`src/rtl/mips_pipe_pkg.sv`:
```
// Shared constants for the 5-stage MIPS pipeline: datapath widths, the zero
// register index, control-bundle bit positions and the bubble control value.
package mips_pipe_pkg;

    localparam int DATA_W = 32;
    localparam int REG_AW = 5;
    localparam int CTRL_W = 8;

    localparam logic [REG_AW-1:0] REG_ZERO = '0;

    // Bit positions inside the opaque EX/MEM/WB control bundle.
    localparam int CTRL_ALU_SRC   = 0;
    localparam int CTRL_ALU_OP_LO = 1;
    localparam int CTRL_ALU_OP_HI = 3;
    localparam int CTRL_REG_DST   = 4;
    localparam int CTRL_MEM_WRITE = 5;
    localparam int CTRL_MEM_TO_REG = 6;
    localparam int CTRL_BRANCH    = 7;

    localparam logic [CTRL_W-1:0] CTRL_NOP = '0;

endpackage

```
`src/rtl/id_ex_stage_hazard_detect.sv`:
```
// Combinational load-use hazard detection between the instruction in ID and
// a load sitting in EX. Also used by the forwarding unit.
module hazard_detect #(
    parameter int REG_AW = mips_pipe_pkg::REG_AW
) (
    input  logic              id_valid,
    input  logic [REG_AW-1:0] id_rs,
    input  logic [REG_AW-1:0] id_rt,
    input  logic              ex_valid,
    input  logic              ex_mem_read,
    input  logic [REG_AW-1:0] ex_dest,
    input  logic              flush,
    output logic              hz,
    output logic              id_stall
);
    import mips_pipe_pkg::*;

    logic dest_live;
    logic src_match;

    // A load into $zero can never create a dependency.
    assign dest_live = (ex_dest != REG_AW'(REG_ZERO));
    assign src_match = (ex_dest == id_rs) || (ex_dest == id_rt);

    assign hz       = id_valid & ex_valid & ex_mem_read & dest_live & src_match;
    assign id_stall = hz & ~flush;

endmodule

```
`src/rtl/id_ex_stage.sv`:
```
// ID/EX pipeline register with load-use bubble insertion, stall and flush.
// Optional macro ID_EX_WB_BYPASS_EN merges same-edge writebacks into operands.
module id_ex_stage #(
    parameter int DATA_W = mips_pipe_pkg::DATA_W,
    parameter int REG_AW = mips_pipe_pkg::REG_AW,
    parameter int CTRL_W = mips_pipe_pkg::CTRL_W
) (
    input  logic              reset,
    input  logic              clk2,
    input  logic              id_valid,
    input  logic [REG_AW-1:0] id_rs,
    input  logic [REG_AW-1:0] id_rt,
    input  logic [REG_AW-1:0] id_dest,
    input  logic [DATA_W-1:0] id_rdata1,
    input  logic [DATA_W-1:0] id_rdata2,
    input  logic [DATA_W-1:0] id_imm,
    input  logic [CTRL_W-1:0] id_ctrl,
    input  logic              id_mem_read,
    input  logic              id_reg_write,
    input  logic              ex_hold,
    input  logic              flush,
    input  logic              wb_reg_write,
    input  logic [REG_AW-1:0] wb_dest,
    input  logic [DATA_W-1:0] wb_data,
    output logic              ex_valid,
    output logic [REG_AW-1:0] ex_rs,
    output logic [REG_AW-1:0] ex_rt,
    output logic [REG_AW-1:0] ex_dest,
    output logic [DATA_W-1:0] ex_op_a,
    output logic [DATA_W-1:0] ex_op_b,
    output logic [DATA_W-1:0] ex_imm,
    output logic [CTRL_W-1:0] ex_ctrl,
    output logic              ex_mem_read,
    output logic              ex_reg_write,
    output logic              id_stall
);
    import mips_pipe_pkg::*;

    logic              valid_reg,     valid_next;
    logic [REG_AW-1:0] rs_reg,        rs_next;
    logic [REG_AW-1:0] rt_reg,        rt_next;
    logic [REG_AW-1:0] dest_reg,      dest_next;
    logic [DATA_W-1:0] op_a_reg,      op_a_next;
    logic [DATA_W-1:0] op_b_reg,      op_b_next;
    logic [DATA_W-1:0] imm_reg,       imm_next;
    logic [CTRL_W-1:0] ctrl_reg,      ctrl_next;
    logic              mem_read_reg,  mem_read_next;
    logic              reg_write_reg, reg_write_next;

    logic hz;

    hazard_detect #(
        .REG_AW (REG_AW)
    ) u_hazard_detect (
        .id_valid    (id_valid),
        .id_rs       (id_rs),
        .id_rt       (id_rt),
        .ex_valid    (valid_reg),
        .ex_mem_read (mem_read_reg),
        .ex_dest     (dest_reg),
        .flush       (flush),
        .hz          (hz),
        .id_stall    (id_stall)
    );

    logic [DATA_W-1:0] cap_op_a;
    logic [DATA_W-1:0] cap_op_b;
    logic [DATA_W-1:0] hold_op_a;
    logic [DATA_W-1:0] hold_op_b;

`ifdef ID_EX_WB_BYPASS_EN
    logic wb_live;
    assign wb_live = wb_reg_write && (wb_dest != REG_AW'(REG_ZERO));

    // The register file writes on the same edge we capture, so its read port
    // still shows the old value; take the writeback data instead.
    assign cap_op_a  = (wb_live && (wb_dest == id_rs))  ? wb_data : id_rdata1;
    assign cap_op_b  = (wb_live && (wb_dest == id_rt))  ? wb_data : id_rdata2;
    assign hold_op_a = (wb_live && (wb_dest == rs_reg)) ? wb_data : op_a_reg;
    assign hold_op_b = (wb_live && (wb_dest == rt_reg)) ? wb_data : op_b_reg;
`else
    logic unused_wb;
    assign unused_wb = ^{wb_reg_write, wb_dest, wb_data};

    assign cap_op_a  = id_rdata1;
    assign cap_op_b  = id_rdata2;
    assign hold_op_a = op_a_reg;
    assign hold_op_b = op_b_reg;
`endif

    always_comb begin
        valid_next     = valid_reg;
        rs_next        = rs_reg;
        rt_next        = rt_reg;
        dest_next      = dest_reg;
        op_a_next      = op_a_reg;
        op_b_next      = op_b_reg;
        imm_next       = imm_reg;
        ctrl_next      = ctrl_reg;
        mem_read_next  = mem_read_reg;
        reg_write_next = reg_write_reg;

        // Flush and bubble both empty the stage; data is zeroed for clean traces.
        if (flush || (!ex_hold && hz)) begin
            valid_next     = 1'b0;
            rs_next        = '0;
            rt_next        = '0;
            dest_next      = '0;
            op_a_next      = '0;
            op_b_next      = '0;
            imm_next       = '0;
            ctrl_next      = CTRL_W'(CTRL_NOP);
            mem_read_next  = 1'b0;
            reg_write_next = 1'b0;
        end else if (ex_hold) begin
            op_a_next = hold_op_a;
            op_b_next = hold_op_b;
        end else begin
            valid_next     = id_valid;
            rs_next        = id_rs;
            rt_next        = id_rt;
            dest_next      = id_dest;
            op_a_next      = cap_op_a;
            op_b_next      = cap_op_b;
            imm_next       = id_imm;
            ctrl_next      = id_ctrl;
            mem_read_next  = id_valid & id_mem_read;
            reg_write_next = id_valid & id_reg_write;
        end
    end

    always_ff @(posedge clk2 or negedge reset) begin
        if (!reset) begin
            valid_reg     <= 1'b0;
            rs_reg        <= '0;
            rt_reg        <= '0;
            dest_reg      <= '0;
            op_a_reg      <= '0;
            op_b_reg      <= '0;
            imm_reg       <= '0;
            ctrl_reg      <= '0;
            mem_read_reg  <= 1'b0;
            reg_write_reg <= 1'b0;
        end else begin
            valid_reg     <= valid_next;
            rs_reg        <= rs_next;
            rt_reg        <= rt_next;
            dest_reg      <= dest_next;
            op_a_reg      <= op_a_next;
            op_b_reg      <= op_b_next;
            imm_reg       <= imm_next;
            ctrl_reg      <= ctrl_next;
            mem_read_reg  <= mem_read_next;
            reg_write_reg <= reg_write_next;
        end
    end

    assign ex_valid     = valid_reg;
    assign ex_rs        = rs_reg;
    assign ex_rt        = rt_reg;
    assign ex_dest      = dest_reg;
    assign ex_op_a      = op_a_reg;
    assign ex_op_b      = op_b_reg;
    assign ex_imm       = imm_reg;
    assign ex_ctrl      = ctrl_reg;
    assign ex_mem_read  = mem_read_reg;
    assign ex_reg_write = reg_write_reg;

endmodule

```
`config.mk`:
```
export PLATFORM = sky130hd
export DESIGN_NAME = id_ex_stage
export DESIGN_NICKNAME = d
export VERILOG_FILES = /design/src/rtl/mips_pipe_pkg.sv /design/src/rtl/id_ex_stage_hazard_detect.sv /design/src/rtl/id_ex_stage.sv
export SDC_FILE = /design/constraint.sdc
export NUM_CORES = 1
export LEC_CHECK = 0
export CORE_ASPECT_RATIO = 1.5
export CORE_UTILIZATION = 40
export DETAILED_ROUTE_END_ITERATION = 7
export PLACE_DENSITY = 0.91
export RECOVER_POWER = 25
export SYNTH_ARGS = -nofsm -noshare
export SYNTH_HDL_FRONTEND = slang
export SYNTH_HIERARCHICAL = 1
export SYNTH_SLANG_ARGS = --single-unit
```
`constraint.sdc`:
```
create_clock -name clk2 -period 2.25 [get_ports clk2]
set_input_delay 0.225 -clock clk2 [delete_from_list [all_inputs] [get_ports clk2]]
set_output_delay 0.225 -clock clk2 [all_outputs]
set_load 0.005 [all_outputs]
```
## Word level (Yosys, flattened, before mapping)

Index checks and enable logic that the tools add are counted.

| storage, ports and cells | value |
|---|---|
| bits in registers | 122 |
| output and inout port bits | 123 |
| bits of input ports | 164 |

| operators by class | value |
|---|---|
| bitwise operators | 8 |
| equal/unequal tests | 3 |
| reductions and logical operators | 5 |
| multiplexer cells | 20 |

Operator list:

| cell | number |
|---|---|
| 32-bit 2-to-1 mux | 6 |
| 5-bit 2-to-1 mux | 6 |
| 8-bit 2-to-1 mux | 2 |
| 5-bit equality test | 2 |
| 1-bit bitwise AND | 7 |
| 1-bit 2-to-1 mux | 6 |
| 5-bit nonzero test | 1 |
| 1-bit logical OR | 2 |
| 2-bit by 1-bit != test with 1-bit output, second input constant | 1 |
| 1-bit logical AND | 1 |
| 1-bit zero test | 1 |
| 1-bit NOT | 1 |

## Depth between registers and ports, before layout

Gate-level depths: netlist of the first run.

| depth | value |
|---|---|
| depth in word-level cells | 7 |
| depth in mapped cells | 8 |
| mapped depth without buffers | 6 |

## By module

The synthesis of the first run kept the hierarchy.

By module, submodules not included:

| module | instances | cells an instance | area each (um2) |
|---|---|---|---|
| id_ex_stage | 1 | 542 | 5470.2 |
| hazard_detect | 1 | 20 | 158.9 |

## Least setup slack after synthesis of the first run

No wires, ideal clock.

| timing path | value |
|---|---|
| path type | register to register |
| start | register dest_reg[1], in the netlist ex_dest[1] |
| end | register op_a_reg[15], in the netlist ex_op_a[15] |
| arrival | 1.969 ns |
| clock period less this slack | 2.047 ns |
| required time | 2.172 ns |
| path slack | 0.203 ns |
| library setup time | 0.078 ns |
| path buffers | 2 |
| cell stages (with the launch flop) | 8 |
| cells stage by stage | dfrtp_1 > or4_1 > nor2_2 > nor3_1 > buf_2 > clkbuf_2 > or3b_1 > a21oi_1 |

| between the ends | value |
|---|---|
| word-level cells in the longest chain between the ends | 6 |
| elaborated cells on any way between the ends | 10 |

RTL lines:

| element | line | RTL |
|---|---|---|
| start, declared | id_ex_stage.sv:42 | `logic [REG_AW-1:0] dest_reg, dest_next;` |
| start signal, assigned | id_ex_stage.sv:148 | `dest_reg <= dest_next;` |
| 5-bit nonzero test / 5-bit equality test (equally long branches) | id_ex_stage_hazard_detect.sv:22, id_ex_stage_hazard_detect.sv:23 |  |
| 1-bit bitwise AND / 1-bit logical OR (equally long branches) | id_ex_stage_hazard_detect.sv:25, id_ex_stage_hazard_detect.sv:23 |  |
| 1-bit bitwise AND * | id_ex_stage_hazard_detect.sv:25 | `assign hz = id_valid & ex_valid & ex_mem_read & dest_live & src_match;` |
| named net hz | id_ex_stage.sv:50 | `logic hz;` |
| 1-bit logical AND * | id_ex_stage.sv:104 | `if (flush \|\| (!ex_hold && hz)) begin` |
| 1-bit logical OR * | id_ex_stage.sv:104 |  |
| 2-bit by 1-bit != test with 1-bit output (no source line) / 32-bit 2-to-1 mux (equally long branches) | - |  |
| end signal, assigned | id_ex_stage.sv:149 | `op_a_reg <= op_a_next;` |
| end, declared | id_ex_stage.sv:43 | `logic [DATA_W-1:0] op_a_reg, op_a_next;` |

Mark *: on every way through the listed nets, which the timed path passes. The rest lies on a longest branch.
A chain may end at the register's enable or synchronous reset.

## Worst setup path after layout of the first run

| timing path | value |
|---|---|
| start | register dest_reg[1], in the netlist ex_dest[1] |
| end | register op_b_reg[8], in the netlist ex_op_b[8] |

| between the ends | value |
|---|---|
| word-level cells in the longest chain between the ends | 6 |
| elaborated cells on any way between the ends | 10 |

RTL lines:

| element | line | RTL |
|---|---|---|
| 5-bit nonzero test / 5-bit equality test (equally long branches) | id_ex_stage_hazard_detect.sv:22, id_ex_stage_hazard_detect.sv:23 |  |
| 1-bit bitwise AND / 1-bit logical OR (equally long branches) | id_ex_stage_hazard_detect.sv:25, id_ex_stage_hazard_detect.sv:23 |  |
| 1-bit bitwise AND * | id_ex_stage_hazard_detect.sv:25 |  |
| named net hz | id_ex_stage.sv:50 |  |
| 1-bit logical AND * | id_ex_stage.sv:104 |  |
| 1-bit logical OR * | id_ex_stage.sv:104 |  |
| 2-bit by 1-bit != test with 1-bit output (no source line) / 32-bit 2-to-1 mux (equally long branches) | - |  |
| end signal, assigned | id_ex_stage.sv:150 | `op_b_reg <= op_b_next;` |
| end, declared | id_ex_stage.sv:44 | `logic [DATA_W-1:0] op_b_reg, op_b_next;` |

Marks and branches as above.

==> summary.md, run 1 <==
| Metric | Value |
|---|---|
| WP data arrival | `2.50 ns` |
| Die W | `98.9 µm` |
| FP Rows | `52` |
| Finished Layout Cells | `971` |
| Worst-path clk slew | `0.06 ns` |
| Vias after detailed routing | `4,996` |
| CTS root buf | `clkbuf_16` |
| Placed inst area | `8230 µm²` |
| Crit Reg-Reg Endpoint | `ex_op_b[8]$_DFFE_PN0P_` |
| Maximum clock insertion buffer count | `2` |
| Hold Vio Cnt, Final | `0` |
| Initial Util | `41.4%` |
| Final worst setup slack | `0.0694 ns` |
| Synth warnings | `6` |
| VDD IR max | `0.499 mV` |
| # DRC | `0` |
| Total Wirelength | `16,000 µm` |
| Initial antenna violation count | `0` |
| WHS | `0.327 ns` |
| Reg-to-Reg Start | `ex_dest[1]$_DFFE_PN0P_` |
| Synthesized cell area | `5630 µm²` |
| Largest net degree at the start of global routing | `123` |
| Die area | `14,600 µm²` |
| Worst skew pair latency | `0.41 ns` |
| Required time of the critical path | `2.57 ns` |
| Design Power | `6.10 mW` |
| Fmax | `0.459 GHz` |
| Post-Place Setup Slack | `-0.183 ns` |
| Share of cells above drive strength 1 | `8.53%` |
| Hold depth | `3` |
| Relative slew slack | `13.6%` |
| Setup CP Type | `reg2reg` |
| Remaining Overflow, GRT | `0` |
| Syn_nets | `726` |
| Worst hold path type | `in2reg` |
| CTS tree | `done` |
| Sequential cell area | `3060 µm²` |
| Nets | `960` |
| Mapped Avg Cell Area | `10.0 µm²` |
| Kind of end point of the critical path | `register` |
| Via/cell ratio | `5.15` |
| Fillers | `1,032` |
| Leak | `3.74 nW` |
| DRT iter0 DRCs | `181` |
| Hold Path End | `ex_imm[24]$_DFFE_PN0P_` |
| # IOs | `287` |
| Yosys reg bits | `122` |
| Count of final setup violators | `0` |
| Design Area, Final | `8890 µm²` |
| Flop-to-flop setup slack | `0.07 ns` |
| Worst reg2reg path depth | `7` |
| Register area share after synthesis | `54.2%` |
| DR pass1 iterations | `4` |
| Num CTS Buffers | `17` |
| # diodes | `0` |
| Detail Route Antenna Nets | `0` |
| Total of max-cap violations | `0` |
| Die H | `147 µm` |
| Status | `completed` |
| Pwr Density | `685 nW/µm²` |
| Crit path from | `ex_dest[1]$_DFFE_PN0P_` |
| GPL Wtd Cong | `0.831` |
| Min Clock Period, post-route | `2.18 ns` |
| Worst hold path startpoint | `ex_hold` |
| Vias in the first global route | `5,063` |
| Post-layout util | `65.4%` |
| Synth unique cells | `19` |
| Post-DP HPWL | `10,800 µm` |
| Crit-path max FO | `43` |
| First-pass GRT wire length | `25,500 µm` |
| Total Neg Setup Slack | `0 ns` |
| Area growth, synth to finish | `58.0%` |
| Avg WL per Cell | `16.4 µm` |
| Crit share post-route | `96.9%` |
| Worst setup SP type | `register` |
| Core area | `13,600 µm²` |
| Multi-input logic area | `2330 µm²` |
| Synthesized instance count | `562` |
| Clk_skew | `0.00856 ns` |
| Gr usage total | `22.5%` |
| PortBufs | `248` |
| Num Clock Sinks | `122` |
| Slew @ Worst Pin | `1.30 ns` |
| Placed cell count | `936` |
| H-tree lvl count | `4` |
| Max-slew violations | `0` |
-- where the power goes --
part | internal (mW) | switching (mW) | total, mW
clock | 1.84 | 1.02 | 2.86
combinational | 0.533 | 0.325 | 0.858
sequential | 2.31 | 0.0684 | 2.38
total | 4.68 | 1.41 | 6.10
-- synth_stat cells, drive strengths merged --
| cell type | count | area, µm² |
|---|---|---|
| a21oi | 122 | 611 |
| dfrtp | 122 | 3050 |
| nand2 | 122 | 458 |
| or3b | 120 | 1050 |
| clkbuf | 29 | 119 |
| buf | 25 | 156 |
| xor2 | 10 | 87.6 |
| nor2 | 3 | 13.8 |
| nor3 | 3 | 25.0 |
| nand4bb | 2 | 22.5 |
| a22oi | 1 | 7.51 |
| nand3 | 1 | 5.00 |
| nor4 | 1 | 12.5 |
| or4 | 1 | 7.51 |
-- cells by family (layout without fill, tap and decap cells) --
kind of cell | after synthesis | in the layout | share of synthesized area (%)
XOR/XNOR | 10 | 10 | 1.56
buffers and inverters | 54 | 301 | 4.89
AND/OR/NAND/NOR | 253 | 253 | 28.3
flip-flops | 122 | 122 | 54.2
AO/OA/AOI/OAI | 123 | 123 | 11.0
-- final cells by class --
type                       count  area share [%]
clock buffer                  20            5.25
clock inverter                12            1.84
multi-input combinational    386            26.2
sequential                   122            34.4
tap                          162            2.28
timing repair buffer         269            30.1
-- placed cells by master, fill, tap and decap left out, types with 2 or more instances in the layout --
cell type / netlist / layout
or3b_2: 4 / 4
nor3_2: 2 / 3
buf_6: 5 / 4
clkbuf_16: 0 / 17
clkinvlp_4: 0 / 4
bufinv_16: 0 / 3
or3b_1: 116 / 116
a21oi_2: 0 / 2
xor2_1: 10 / 10
nor2_1: 2 / 2
nand4bb_1: 2 / 2
a21oi_1: 122 / 120
clkinv_4: 0 / 3
dfrtp_2: 0 / 2
buf_12: 0 / 3
buf_4: 0 / 13
dfrtp_1: 122 / 120
clkdlybuf4s50_1: 0 / 244
nand2_1: 122 / 122
inv_6: 0 / 2
clkbuf_8: 0 / 3
-- worst max path at each step --
| stage | endpoint | slack [ns] |
|---|---|---|
| after floorplan | ex_op_a[15]$_DFFE_PN0P_ | 0.20 |
| after global placement | ex_op_a[25]$_DFFE_PN0P_ | -0.14 |
| after detailed placement | ex_op_a[27]$_DFFE_PN0P_ | -0.18 |
| after CTS | ex_op_a[28]$_DFFE_PN0P_ | 0.02 |
| after global routing | ex_op_b[8]$_DFFE_PN0P_ | -0.02 |
| final | ex_op_b[8]$_DFFE_PN0P_ | 0.07 |
-- critical path, cell delays in order, from the launching register on --
cell and delay, ns:
dfrtp_2 0.44, or4_4 0.55, nor2_4 0.12, nor3_2 0.06, buf_4 0.16, buf_12 0.16, or3b_1 0.41, a21oi_2 0.18
-- flip-flops by register name, indices dropped and copies added (netlist names) --
register,count
ex_dest,5
ex_op_a,32
ex_reg_write,1
ex_valid,1
ex_rt,5
ex_mem_read,1
ex_imm,32
ex_ctrl,8
ex_op_b,32
ex_rs,5
-- metal layers --
metal	vias up	global-route usage, %	wire length [µm]
met3	59	6.04	1010
met1	2316	24.9	6000
met5	-	0	0
met4	0	14.2	773
met2	211	38.1	8170
li1	2410	-	-
-- what timing repair did --
item	in CTS	in global routing
hold endpoints to repair	21	0
pin swaps	0	0
setup buffers	0	2
resized for setup	3	7
hold buffers	1	0
endpoints found under the setup margin	1	114
(Power assumes the default switching activity.)
==> run 2, diff against run 1 <==
--- a/config.mk
+++ b/config.mk
@@ -5,6 +5,7 @@
 export SDC_FILE = /design/constraint.sdc
 export NUM_CORES = 1
 export LEC_CHECK = 0
+export ABC_AREA = 0
 export CORE_ASPECT_RATIO = 1.5
 export CORE_UTILIZATION = 40
 export DETAILED_ROUTE_END_ITERATION = 7
==> results of run 2 <==
No change in the layout: final DEF, timing and power equal those of run 1.
==> run 3, diff against run 2 <==
--- a/config.mk
+++ b/config.mk
@@ -7,9 +7,9 @@
 export LEC_CHECK = 0
 export ABC_AREA = 0
 export CORE_ASPECT_RATIO = 1.5
-export CORE_UTILIZATION = 40
+export CORE_UTILIZATION = 43
 export DETAILED_ROUTE_END_ITERATION = 7
-export PLACE_DENSITY = 0.91
+export PLACE_DENSITY = 0.95
 export RECOVER_POWER = 25
 export SYNTH_ARGS = -nofsm -noshare
 export SYNTH_HDL_FRONTEND = slang
==> constraint.sdc (replaced) <==
create_clock -name clk2 -period 2.7 [get_ports clk2]
set_input_delay 0.27 -clock clk2 [delete_from_list [all_inputs] [get_ports clk2]]
set_output_delay 0.27 -clock clk2 [all_outputs]
set_load 0.005 [all_outputs]
==> run 3 against run 2 <==
Compared with the run above:
- utilization is 3.8 points higher
- non-clock buffer count is 11 lower
- critical path depth is 2 lower
- clock skew is 0.0012 ns higher
- final cell count is 2.1% lower
- combinational power is 19% lower
- clock power is 21% lower
- worst setup slack better by 0.15 ns
- critical path type is now reg2out
- critical endpoint is now id_stall
- largest cell class unchanged
==> summary.md, run 3 (synthesis results as in run 1) <==
| Metric | Value |
|---|---|
| GPL Wtd Cong | `0.789 (was 0.831)` |
| Placed cell count | `921 (was 936)` |
| DRT iter0 DRCs | `147 (was 181)` |
| Crit share post-route | `92.0%` |
| Most frequent cells in the layout | `clkdlybuf4s50_1, nand2_1, a21oi_1, dfrtp_1, or3b_1 (unchanged)` |
| Fmax | `0.403 GHz` |
| Largest net degree at the start of global routing | `117 (was 123)` |
| CTS root buf | `clkbuf_16 (unchanged)` |
| # resized after CTS | `0 (was 3)` |
| CTS tree | `done (unchanged)` |
| Nets | `949 (was 960)` |
| Area growth, synth to finish | `55.3% (was 58.0%)` |
| FP Rows | `50 (was 52)` |
| VDD IR max | `0.375 mV (was 0.499 mV)` |
| Min Clock Period, post-route | `2.48 ns` |
| Avg WL per Cell | `16.3 µm (was 16.4 µm)` |
| Postcts setup bufs | `0 (unchanged)` |
| Hold Vio Cnt, Final | `0 (unchanged)` |
| Worst hold path type | `in2reg (unchanged)` |
| Clk_skew | `0.00976 ns (was 0.00856 ns)` |
| Flop-to-flop setup slack | `0.53 ns (was 0.07 ns)` |
| Initial antenna violation count | `0 (unchanged)` |
| H-tree lvl count | `4 (unchanged)` |
| Die area | `13,600 µm² (was 14,600 µm²)` |
| Core area | `12,600 µm² (was 13,600 µm²)` |
| Gr usage total | `23.5% (was 22.5%)` |
| Crit-path max FO | `5 (was 43)` |
| Worst-path clk slew | `0.05 ns (was 0.06 ns)` |
| Worst skew pair latency | `0.40 ns (was 0.41 ns)` |
| Initial Util | `44.5% (was 41.4%)` |
| Share of cells above drive strength 1 | `6.04% (was 8.53%)` |
| Finished Layout Cells | `951 (was 971)` |
| Total Neg Setup Slack | `0 ns (unchanged)` |
| Commonest non-fill, non-tap cell in the layout | `clkdlybuf4s50_1 (unchanged)` |
| Leak | `3.67 nW (was 3.74 nW)` |
| # diodes | `0 (unchanged)` |
| Num Clock Sinks | `122 (unchanged)` |
| Setup CP Type | `reg2out (was reg2reg)` |
| Status | `completed (unchanged)` |
| # DRC | `0 (unchanged)` |
| Post-DP HPWL | `10,500 µm (was 10,800 µm)` |
| WP data arrival | `2.21 ns (was 2.50 ns)` |
| Detail Route Antenna Nets | `0 (unchanged)` |
| Vias in the first global route | `4,966 (was 5,063)` |
| Total Wirelength | `15,500 µm (was 16,000 µm)` |
| # IOs | `287 (unchanged)` |
| Count of final setup violators | `0 (unchanged)` |
| First-pass GRT wire length | `24,400 µm (was 25,500 µm)` |
| WHS | `0.378 ns (was 0.327 ns)` |
| Hold buffer count at CTS | `1 (unchanged)` |
| Via/cell ratio | `5.28 (was 5.15)` |
| Required time of the critical path | `2.43 ns (was 2.57 ns)` |
| RSZ-0062 raised after global routing | `false` |
| Vias after detailed routing | `5,023 (was 4,996)` |
| Die W | `95.4 µm (was 98.9 µm)` |
| Slew @ Worst Pin | `1.21 ns (was 1.30 ns)` |
| Kind of end point of the critical path | `output port (was register)` |
| PortBufs | `248 (unchanged)` |
| Die H | `142 µm (was 147 µm)` |
| Total of max-cap violations | `0 (unchanged)` |
| Relative slew slack | `19.3% (was 13.6%)` |
| Num CTS Buffers | `17 (unchanged)` |
| Maximum clock insertion buffer count | `2 (unchanged)` |
| Pwr Density | `566 nW/µm² (was 685 nW/µm²)` |
| Worst setup SP type | `register (unchanged)` |
| Fillers | `933 (was 1,032)` |
| Remaining Overflow, GRT | `0 (unchanged)` |
| DR pass1 iterations | `4 (unchanged)` |
| Max-slew violations | `0 (unchanged)` |
==> run 3: final cells by class <==
type                    instances  area [µm²]  area share (%)
flip-flops and latches        122        3050            34.9
repair buffers                258        2600            29.7
multi-input cells             386        2310            26.4
clock buffers                  21         470            5.38
well taps                     156         195            2.23
clock inverters                 8         120            1.37
==> run 3: worst max-delay path: stages (launching register included) <==
cell and delay (ns):
dfrtp_1 0.46, xor2_1 0.21, nor3_2 0.17, a22oi_1 0.14, nor4_2 0.28, clkdlybuf4s50_1 0.57
==> run 3: worst paths after layout <==
kind | start | end | depth (start not counted)
setup reg to reg | ex_dest[1]$_DFFE_PN0P_ | ex_op_b[2]$_DFFE_PN0P_ | 6
min in group asynchronous | reset | ex_op_a[20]$_DFFE_PN0P_ | 2
setup / recovery | ex_dest[0]$_DFFE_PN0P_ | id_stall | 5
max in group asynchronous | reset | ex_op_b[19]$_DFFE_PN0P_ | 3
hold / removal | flush | ex_dest[3]$_DFFE_PN0P_ | 2
hold reg to reg | ex_op_b[18]$_DFFE_PN0P_ | ex_op_b[18]$_DFFE_PN0P_ | 2
==> run 3: per-layer routing <==
layer / track usage, % / up-vias / wire [µm]
met1: 27.4 / 2417 / 5930
met2: 40.1 / 189 / 8060
met5: 0 / - / 0
li1: - / 2384 / -
met4: 9.66 / 0 / 475
met3: 6.36 / 33 / 1040
==> run 3: power by group <==
part	switching [mW]	total [mW]	internal (mW)
combinational	0.266	0.698	0.432
sequential	0.0558	1.98	1.92
clock	0.766	2.27	1.50
total	1.09	4.95	3.86
==> run 3: stage by stage <==
| stage | power, mW | setup slack, ns | utilization [%] | area, µm² |
|---|---|---|---|---|
| finish | 4.95 | 0.217 | 69.2 | 8740 |
| global route | 5.15 | 0.0573 | 69.2 | 8740 |
| CTS | 5.01 | 0.179 | 69.3 | 8760 |
| detailed placement | 2.72 | 0.293 | 64.6 | 8160 |
| global placement | 2.69 | 0.375 | 64.6 | 8160 |
| floorplan | 2.26 | 0.653 | - | 5630 |
